`src/rtl/wb_grf.sv`:
```
// Write-back stage: selects the GRF write address/data from the MEM/WB
// register outputs, owns the 32x32 register file with W->D bypass, exports
// the W-stage forwarding source and keeps a small debug trace.
module wb_grf #(
   parameter int NREG   = 32,
   parameter int RA_IDX = 31
) (
   input  logic        clk,
   input  logic        reset,
   input  logic [1:0]  Tnew_i,
   input  logic [4:0]  A3_i,
   input  logic [31:0] ALUR_i,
   input  logic [31:0] MDUR_i,
   input  logic [31:0] PC4_i,
   input  logic [31:0] E32_i,
   input  logic [31:0] PC8_i,
   input  logic [31:0] DR_i,
   input  logic [31:0] CP0_RD_i,
   input  logic [3:0]  rf_wa_sel_i,
   input  logic [3:0]  rf_wd_sel_i,
   input  logic        rf_we_i,
   input  logic [4:0]  rs_addr_i,
   input  logic [4:0]  rt_addr_i,
   output logic [31:0] rs_data_o,
   output logic [31:0] rt_data_o,
   output logic        fwd_we_o,
   output logic [4:0]  fwd_addr_o,
   output logic [31:0] fwd_data_o,
   output logic        trace_vld_o,
   output logic [31:0] trace_pc_o,
   output logic [4:0]  trace_addr_o,
   output logic [31:0] trace_data_o,
   output logic [31:0] wr_cnt_o,
   output logic        sel_err_o
);

   logic [31:0] grf_q [NREG];
   logic [31:0] grf_d [NREG];

   logic [4:0]  waddr;
   logic [31:0] wdata;
   logic        wa_ok, wd_ok, weff, err_evt;

   logic        trace_vld_q, trace_vld_d;
   logic [31:0] trace_pc_q,  trace_pc_d;
   logic [4:0]  trace_addr_q, trace_addr_d;
   logic [31:0] trace_data_q, trace_data_d;
   logic [31:0] wr_cnt_q,    wr_cnt_d;
   logic        sel_err_q,   sel_err_d;

   // Decode write address/data and derive the effective write enable.
   always_comb begin
      // NOTE: every signal gets a default first so no path leaves it unassigned (no latch).
      waddr = '0;
      wa_ok = 1'b1;
      wdata = '0;
      wd_ok = 1'b1;
      case (rf_wa_sel_i)
         4'd0:    waddr = A3_i;
         4'd1:    waddr = 5'(RA_IDX);
         default: wa_ok = 1'b0;
      endcase
      case (rf_wd_sel_i)
         4'd0:    wdata = ALUR_i;
         4'd1:    wdata = DR_i;
         4'd2:    wdata = PC8_i;
         4'd3:    wdata = E32_i;
         4'd4:    wdata = MDUR_i;
         4'd5:    wdata = CP0_RD_i;
         4'd6:    wdata = PC4_i;
         default: wd_ok = 1'b0;
      endcase
      weff    = rf_we_i && (waddr != 5'd0) && wa_ok && wd_ok;
      err_evt = rf_we_i && (!(wa_ok && wd_ok) || (Tnew_i != 2'd0));
   end

   // Forwarding source and bypassed read ports.
   always_comb begin
      fwd_we_o   = weff;
      fwd_addr_o = weff ? waddr : 5'd0;
      fwd_data_o = wdata;
      rs_data_o  = (rs_addr_i == 5'd0) ? 32'd0
                 : (weff && rs_addr_i == waddr) ? wdata : grf_q[rs_addr_i];
      rt_data_o  = (rt_addr_i == 5'd0) ? 32'd0
                 : (weff && rt_addr_i == waddr) ? wdata : grf_q[rt_addr_i];
   end

   // Next-state for the register file and the debug registers.
   always_comb begin
      grf_d        = grf_q;
      trace_vld_d  = weff;
      trace_pc_d   = trace_pc_q;
      trace_addr_d = trace_addr_q;
      trace_data_d = trace_data_q;
      wr_cnt_d     = wr_cnt_q;
      sel_err_d    = sel_err_q | err_evt;
      if (weff) begin
         grf_d[waddr] = wdata;
         trace_pc_d   = PC4_i - 32'd4;
         trace_addr_d = waddr;
         trace_data_d = wdata;
         wr_cnt_d     = wr_cnt_q + 32'd1;
      end
   end

   // State registers, asynchronously cleared.
   always_ff @(posedge clk or negedge reset) begin
      if (!reset) begin
         // NOTE: the GRF itself is cleared on reset because software expects zeroed registers.
         for (int i = 0; i < NREG; i++) grf_q[i] <= '0;
         trace_vld_q  <= 1'b0;
         trace_pc_q   <= '0;
         trace_addr_q <= '0;
         trace_data_q <= '0;
         wr_cnt_q     <= '0;
         sel_err_q    <= 1'b0;
      end else begin
         // NOTE: sequential state uses non-blocking assignments so all flops update together.
         grf_q        <= grf_d;
         trace_vld_q  <= trace_vld_d;
         trace_pc_q   <= trace_pc_d;
         trace_addr_q <= trace_addr_d;
         trace_data_q <= trace_data_d;
         wr_cnt_q     <= wr_cnt_d;
         sel_err_q    <= sel_err_d;
      end
   end

   assign trace_vld_o  = trace_vld_q;
   assign trace_pc_o   = trace_pc_q;
   assign trace_addr_o = trace_addr_q;
   assign trace_data_o = trace_data_q;
   assign wr_cnt_o     = wr_cnt_q;
   assign sel_err_o    = sel_err_q;

endmodule
```
`config.mk`:
```
export PLATFORM = sky130hd
export DESIGN_NAME = wb_grf
export DESIGN_NICKNAME = d
export VERILOG_FILES = /design/src/rtl/wb_grf.sv
export SDC_FILE = /design/constraint.sdc
export NUM_CORES = 2
export LEC_CHECK = 0
export ABC_AREA = 1
export CAP_MARGIN = 20
export CELL_PAD_IN_SITES_DETAIL_PLACEMENT = 0
export CELL_PAD_IN_SITES_GLOBAL_PLACEMENT = 2
export CORE_MARGIN = 3
export CORE_UTILIZATION = 35
export CTS_BUF_LIST = sky130_fd_sc_hd__clkbuf_4 sky130_fd_sc_hd__clkbuf_8
export CTS_CLUSTER_DIAMETER = 60
export DETAILED_ROUTE_END_ITERATION = 12
export PLACE_DENSITY_LB_ADDON = 0.15
export SLEW_MARGIN = 20
export SYNTH_ARGS = -nofsm -noshare
export SYNTH_HDL_FRONTEND = slang
export SYNTH_SLANG_ARGS = --single-unit
```
`constraint.sdc`:
```
create_clock -name clk -period 3.6 [get_ports clk]
set_clock_uncertainty 0.1 [all_clocks]
set_input_delay 0.72 -clock clk [delete_from_list [all_inputs] [get_ports clk]]
set_output_delay 0.72 -clock clk [all_outputs]
set_load 0.05 [all_outputs]
```
# Word-level counts from Yosys, hierarchy flattened
# Cells that the tools add are included.
# totals
reg_bits,1127
word_cells,93
in_bits,252
output_inout_bits,205
# op_classes
magnitude_cmp,4
add_sub_neg,2
bitwise,4
mux,18
reduce_logical,18
eq_ne,9
# op_table
operator,n
$bwmux 1024,1
$bmux 32 s5,2
$mux 32,9
$pmux 32 s7,1
$demux 32 s5,1
$add 32x1->32 const B,1
$sub 32x3->32 const B,1
$ge 6x6->1 const B,3
$not 5->6,3
$eq 4x3->1 const B,3
$eq 5x5->1,2
$logic_not 5->1,2
$pmux 5 s2,1
$eq 4x1->1 const B,2
$eq 4x2->1 const B,2
$logic_and 1x1->1,8
$logic_not 4->1,2
$reduce_or 7->1,1
$lt 6x1->1 const B,1
$mux 5,1
$reduce_bool 5->1,1
$mux 1,2
$reduce_bool 2->1,1
$reduce_or 2->1,1
3 further kinds,3

# Longest topological paths before layout
# depth
word_depth,9
mapped_depth,14
ltp_nobuf,12

# Worst setup path before layout
# Ideal clock, no wire load.
# synth_timing
path_type,in2out
startpoint,input rf_wd_sel_i[2]
endpoint,output rs_data_o[26]
cell_stages,11
required_time_ns,2.780
arrival_ns,3.047
path_buffers,1
path_slack_ns,-0.267
cell_sequence,inv_1 nor2_1 clkbuf_1 nand3_1 o21ai_0 inv_1 nand4_1 inv_1 nand3_1 nand2_1 nor2_1
# synth_between
word_cells_on_any_way,14
cone_classes,eq/ne: 6; mux: 4; reduce/logical: 4
# synth_rtl
element,line_no,source
start: declaration,20,"input logic [3:0] rf_wd_sel_i,"
$eq 4x3->1 (tied with other cells),63,case (rf_wd_sel_i)
$pmux 32 s7 *,63,
net fwd_data_o[26],28,"output logic [31:0] fwd_data_o,"
$mux 32 *,83,: (weff && rs_addr_i == waddr) ? wdata : grf_q[rs_addr_i];
$mux 32 *,82,rs_data_o = (rs_addr_i == 5'd0) ? 32'd0
end: declaration,24,"output logic [31:0] rs_data_o,"
# Mark *: on every way through the listed nets, which the timed path passes. The rest lies on a longest branch.

# Final worst setup path
# layout_timing
startpoint,input rt_addr_i[0]
endpoint,output rt_data_o[24]
# layout_between
elab_chain_len,6
word_cells_on_any_way,9
cone_classes,eq/ne: 1; mux: 5; bitwise: 1; reduce/logical: 2
# layout_lines
element,line_no,source
start: declaration,23,"input logic [4:0] rt_addr_i,"
$not 5->6 (not written as such),85,: (weff && rt_addr_i == waddr) ? wdata : grf_q[rt_addr_i];
$bmux 32 s5,85,
$mux 32 (not written as such) (2 in series),85,
$mux 32,85,
$mux 32 *,84,rt_data_o = (rt_addr_i == 5'd0) ? 32'd0
end: declaration,25,"output logic [31:0] rt_data_o,"
# Every way passes the cells marked *; elsewhere a longest branch is shown, timed or not. The select of a mux whose other input is x is not followed.

==> flow_metrics.env <==
export IMPL_ys_seq_elements=1127
export IMPL_reg2reg_depth=9
export IMPL_yosys_area_share_simple=0.352
export IMPL_routed_wl_um=343000
export IMPL_drv_slew=0
export IMPL_wl_per_cell_um=27.7
export IMPL_reg2reg_from="wr_cnt_o[0]$_DFFE_PN0P_"
export IMPL_core_rowCount=155
export IMPL_startpoint_type="primary input"
export IMPL_via_per_inst=5.59
export IMPL_reg2reg_to="wr_cnt_o[22]$_DFFE_PN0P_"
export IMPL_cpPeakStageDelay_ns=0.23
export IMPL_setup_viol=0
export IMPL_period_share=0.990
export IMPL_tightest_slew_ns=1.25
export IMPL_start_util=0.354
export IMPL_num_fill_cells=17800
export IMPL_grt_max_degree=116
export IMPL_max_cap_violations=0
export IMPL_crit_path_frequent_cell="nand3_1"
export IMPL_grt_use_total=0.358
export IMPL_relSlewSlack=0.157
export IMPL_fmax_mhz=281
export IMPL_vdd_drop_max_uv=346
export IMPL_cts_root_buf="clkbuf_8"
export IMPL_coreArea_um2=179000
export IMPL_ys_async_sr_fraction=1.00
export IMPL_cts_max_path_buffers=3
export IMPL_synth_top_area_cell="dfrtp_1"
export IMPL_arrival_ns=2.75
export IMPL_status="completed"
export IMPL_fp_dieH_um=432
export IMPL_antenna_found_initial=23
export IMPL_grt_pass1_wl_um=487000
export IMPL_critPathKind="primary input to primary output"
export IMPL_crit_slowest_cell="buf_16"
export IMPL_critPathRequiredTime_ns=2.78
export IMPL_cts_buffers=212
export IMPL_fin_util=0.472
export IMPL_grt_pass1_vias=66000
export IMPL_synth_compound_area_frac=0.127
export IMPL_synth_top_family_by_area="simple AND/OR/NAND/NOR gates"
export IMPL_power_density_nw_per_um2=410
export IMPL_path_clk_slew_ns=0.06
export IMPL_syn_instance_count=9221
export IMPL_mappedNetlistNets=9475
export IMPL_cp_max_fo=18
export IMPL_io_buffers=456
export IMPL_multi_input_area_um2=31800
export IMPL_ys_warn_count=0
export IMPL_postRouteAntennaNets=0
export IMPL_drive_gt1_frac=0.150
export IMPL_reg2reg_slack_ns=1.29
export IMPL_synth_edf_count=0
export IMPL_hold_viol_final=0
export IMPL_clk_latency_ns=0.97
export IMPL_seq_area_um2=28200
export IMPL_synth_xor_xnor_area_share=0.00566
export IMPL_muxShareOfSynthArea=0
export IMPL_first_iter_violations=7272
export IMPL_cp_end_kind="primary output"
export IMPL_syn2layout_area_growth_pct=33.5
export IMPL_cts_tree="built"
export IMPL_syn_avg_cell_area_um2=6.88
export IMPL_dpl_cell_area_um2=78800
export IMPL_worstPathCellList="buf_8, inv_12, buf_16, buf_12, buf_12, nand2_1, nand3_1, nand3_1, nand3_1, nand3_1, nand2_1, nor2_1, nor2_2, buf_12"
export IMPL_hp_class="primary input to asynchronous set/reset pin"
export IMPL_nets=10100
export IMPL_yosys_top_cells_area="dfrtp_1 44%, nand2_1 18%, nand3_1 15%, o21ai_0 9.3%, clkbuf_1 4.0%"
export IMPL_dp_hpwl_um=232000
export IMPL_synth_commonest_cells="2961 x nand2_1, 1865 x nand3_1, 1176 x o21ai_0"
export IMPL_first_pass_iters=7
export IMPL_chipWidth_um=432
export IMPL_rsz0062_at_grt="true"
export IMPL_ios=457
export IMPL_finalCriticalPeriod_ns=3.57
export IMPL_cts_htree_levels=4
export IMPL_gp_congestion=0.950
export IMPL_num_vias=69200
export IMPL_grt_overflow_total=0
export IMPL_fin_tns_setup_ns=0
export IMPL_ys_flop_type="dfrtp_1"
export IMPL_p_leak_nw=38.1
export IMPL_ys_seq_area_frac=0.444
export IMPL_synthAdderAreaFrac=0.000394
export IMPL_final_area_um2=84700
export IMPL_yosysMostFrequentCell="nand2_1"
export IMPL_synth_top_cell_area_share=0.444
export IMPL_ys_types=30
export IMPL_hold_ws_ns=0.125
export IMPL_syn_cell_area_um2=63500
export IMPL_clock_sinks=1127
export IMPL_drc_errors=0
export IMPL_fp_dieArea_um2=186000
## worst max-delay path by stage
stage / start / to / slack (ns)
global route: rf_wa_sel_i[3] / rt_data_o[15] / -0.02
finish: rt_addr_i[0] / rt_data_o[24] / 0.03
floorplan: rf_wd_sel_i[2] / rs_data_o[26] / -0.03
detailed placement: rf_wd_sel_i[2] / rs_data_o[16] / -1.03
global placement: rf_wd_sel_i[2] / rs_data_o[16] / -1.01
CTS: grf_q[688]$_DFFE_PN0P_ / rs_data_o[16] / -0.03
## layer usage
layer | routed length (µm) | track usage
met5 | 145 | 0
met4 | 24800 | 0.219
met3 | 25400 | 0.0687
met2 | 151000 | 0.549
met1 | 142000 | 0.466
## final cells by class
| class | count | share of cell area |
|---|---|---|
| Inverter | 350 | 0.0165 |
| Clock buffer | 340 | 0.0512 |
| Multi-Input combinational cell | 6920 | 0.375 |
| Antenna cell | 11 | 0.000325 |
| Timing Repair Buffer | 1229 | 0.183 |
| Tap cell | 2355 | 0.0348 |
| Timing Repair inverter | 1 | 0.000133 |
| Sequential cell | 1127 | 0.333 |
| Clock inverter | 45 | 0.00614 |
## cell families (layout without fill, tap and decap cells)
| kind of cell | count (synthesis) | count (layout) |
|---|---|---|
| buffers and inverters | 1174 | 1965 |
| adders and majority gates | 2 | 2 |
| other | 0 | 11 |
| xor gates and xnor gates | 41 | 41 |
| DFF | 1127 | 1127 |
| AOI/OAI and AO/OA | 1601 | 1601 |
| and+or+nand+nor | 5276 | 5276 |
## through the flow
| stage | cells | worst slack, ns | total power (W) |
|---|---|---|---|
| after floorplan | 9221 | -0.0317 | 0.0160 |
| after global placement | 11900 | -1.01 | 0.0203 |
| after detailed placement | 11900 | -1.03 | 0.0203 |
| after CTS | 12300 | -0.0348 | 0.0349 |
| after global routing | 12400 | -0.0169 | 0.0358 |
| final | 12400 | 0.0350 | 0.0347 |
## layout by cell type, fill, tap and decap left out, types with 5 or more instances in the layout
master           netlist  final
nand2_1             2961   2908
nand3_1             1865   1847
o21ai_0             1176   1171
dfrtp_1             1127   1127
buf_4                  0    440
buf_12                 0    401
a21oi_1              375    375
clkdlybuf4s50_1        0    330
inv_1                342    329
nor2_1               372    287
clkbuf_8               0    285
nor2_2                 1     65
clkbuf_4               0     55
nand2_4                0     34
o21ai_1               26     30
nand2_2                9     28
clkinv_2               0     24
xor2_1                23     23
nor2_4                 1     22
buf_6                  0     20
nand4_1               19     19
xnor2_1               18     18
nor3_4                 0     17
nor3_2                 6     16
nand3_2                0     14
diode_2                0     11
inv_2                  7     11
nor3_1                37     10
a31oi_1               10     10
bufinv_16              0      9
clkbuf_16              0      9
buf_16                 0      9
o211ai_1               7      7
clkinvlp_4             0      6
inv_6                  0      6
buf_2                 64      6
dlygate4sd2_1          0      5
## sequential cells by signal, summed over array words and instances (netlist names)
name	count
sel_err_o	1
trace_pc_o	32
trace_data_o	32
wr_cnt_o	32
grf_q	1024
trace_addr_o	5
trace_vld_o	1
## critical path, delay by kind of cell
family / cells / cell delay, ns
AND/OR/NAND/NOR: 8 / 0.87
buffers and inverters: 6 / 1.06
## where the power goes
| group | switching (W) | internal (W) |
|---|---|---|
| registers | 0.000197 | 0.0129 |
| clock network | 0.00622 | 0.00826 |
| logic | 0.00470 | 0.00249 |
## timing repair
action / 4_1_cts / 5_1_grt
hold endpoints to repair: 492 / 0
setup buffers: 15 / 11
endpoints found under the setup margin: 102 / 72
hold buffers: 1 / 0
resized for setup: 104 / 95
cloned: 2 / 10
pin swaps: 19 / 48
Power figures use the tool's default switching activity.
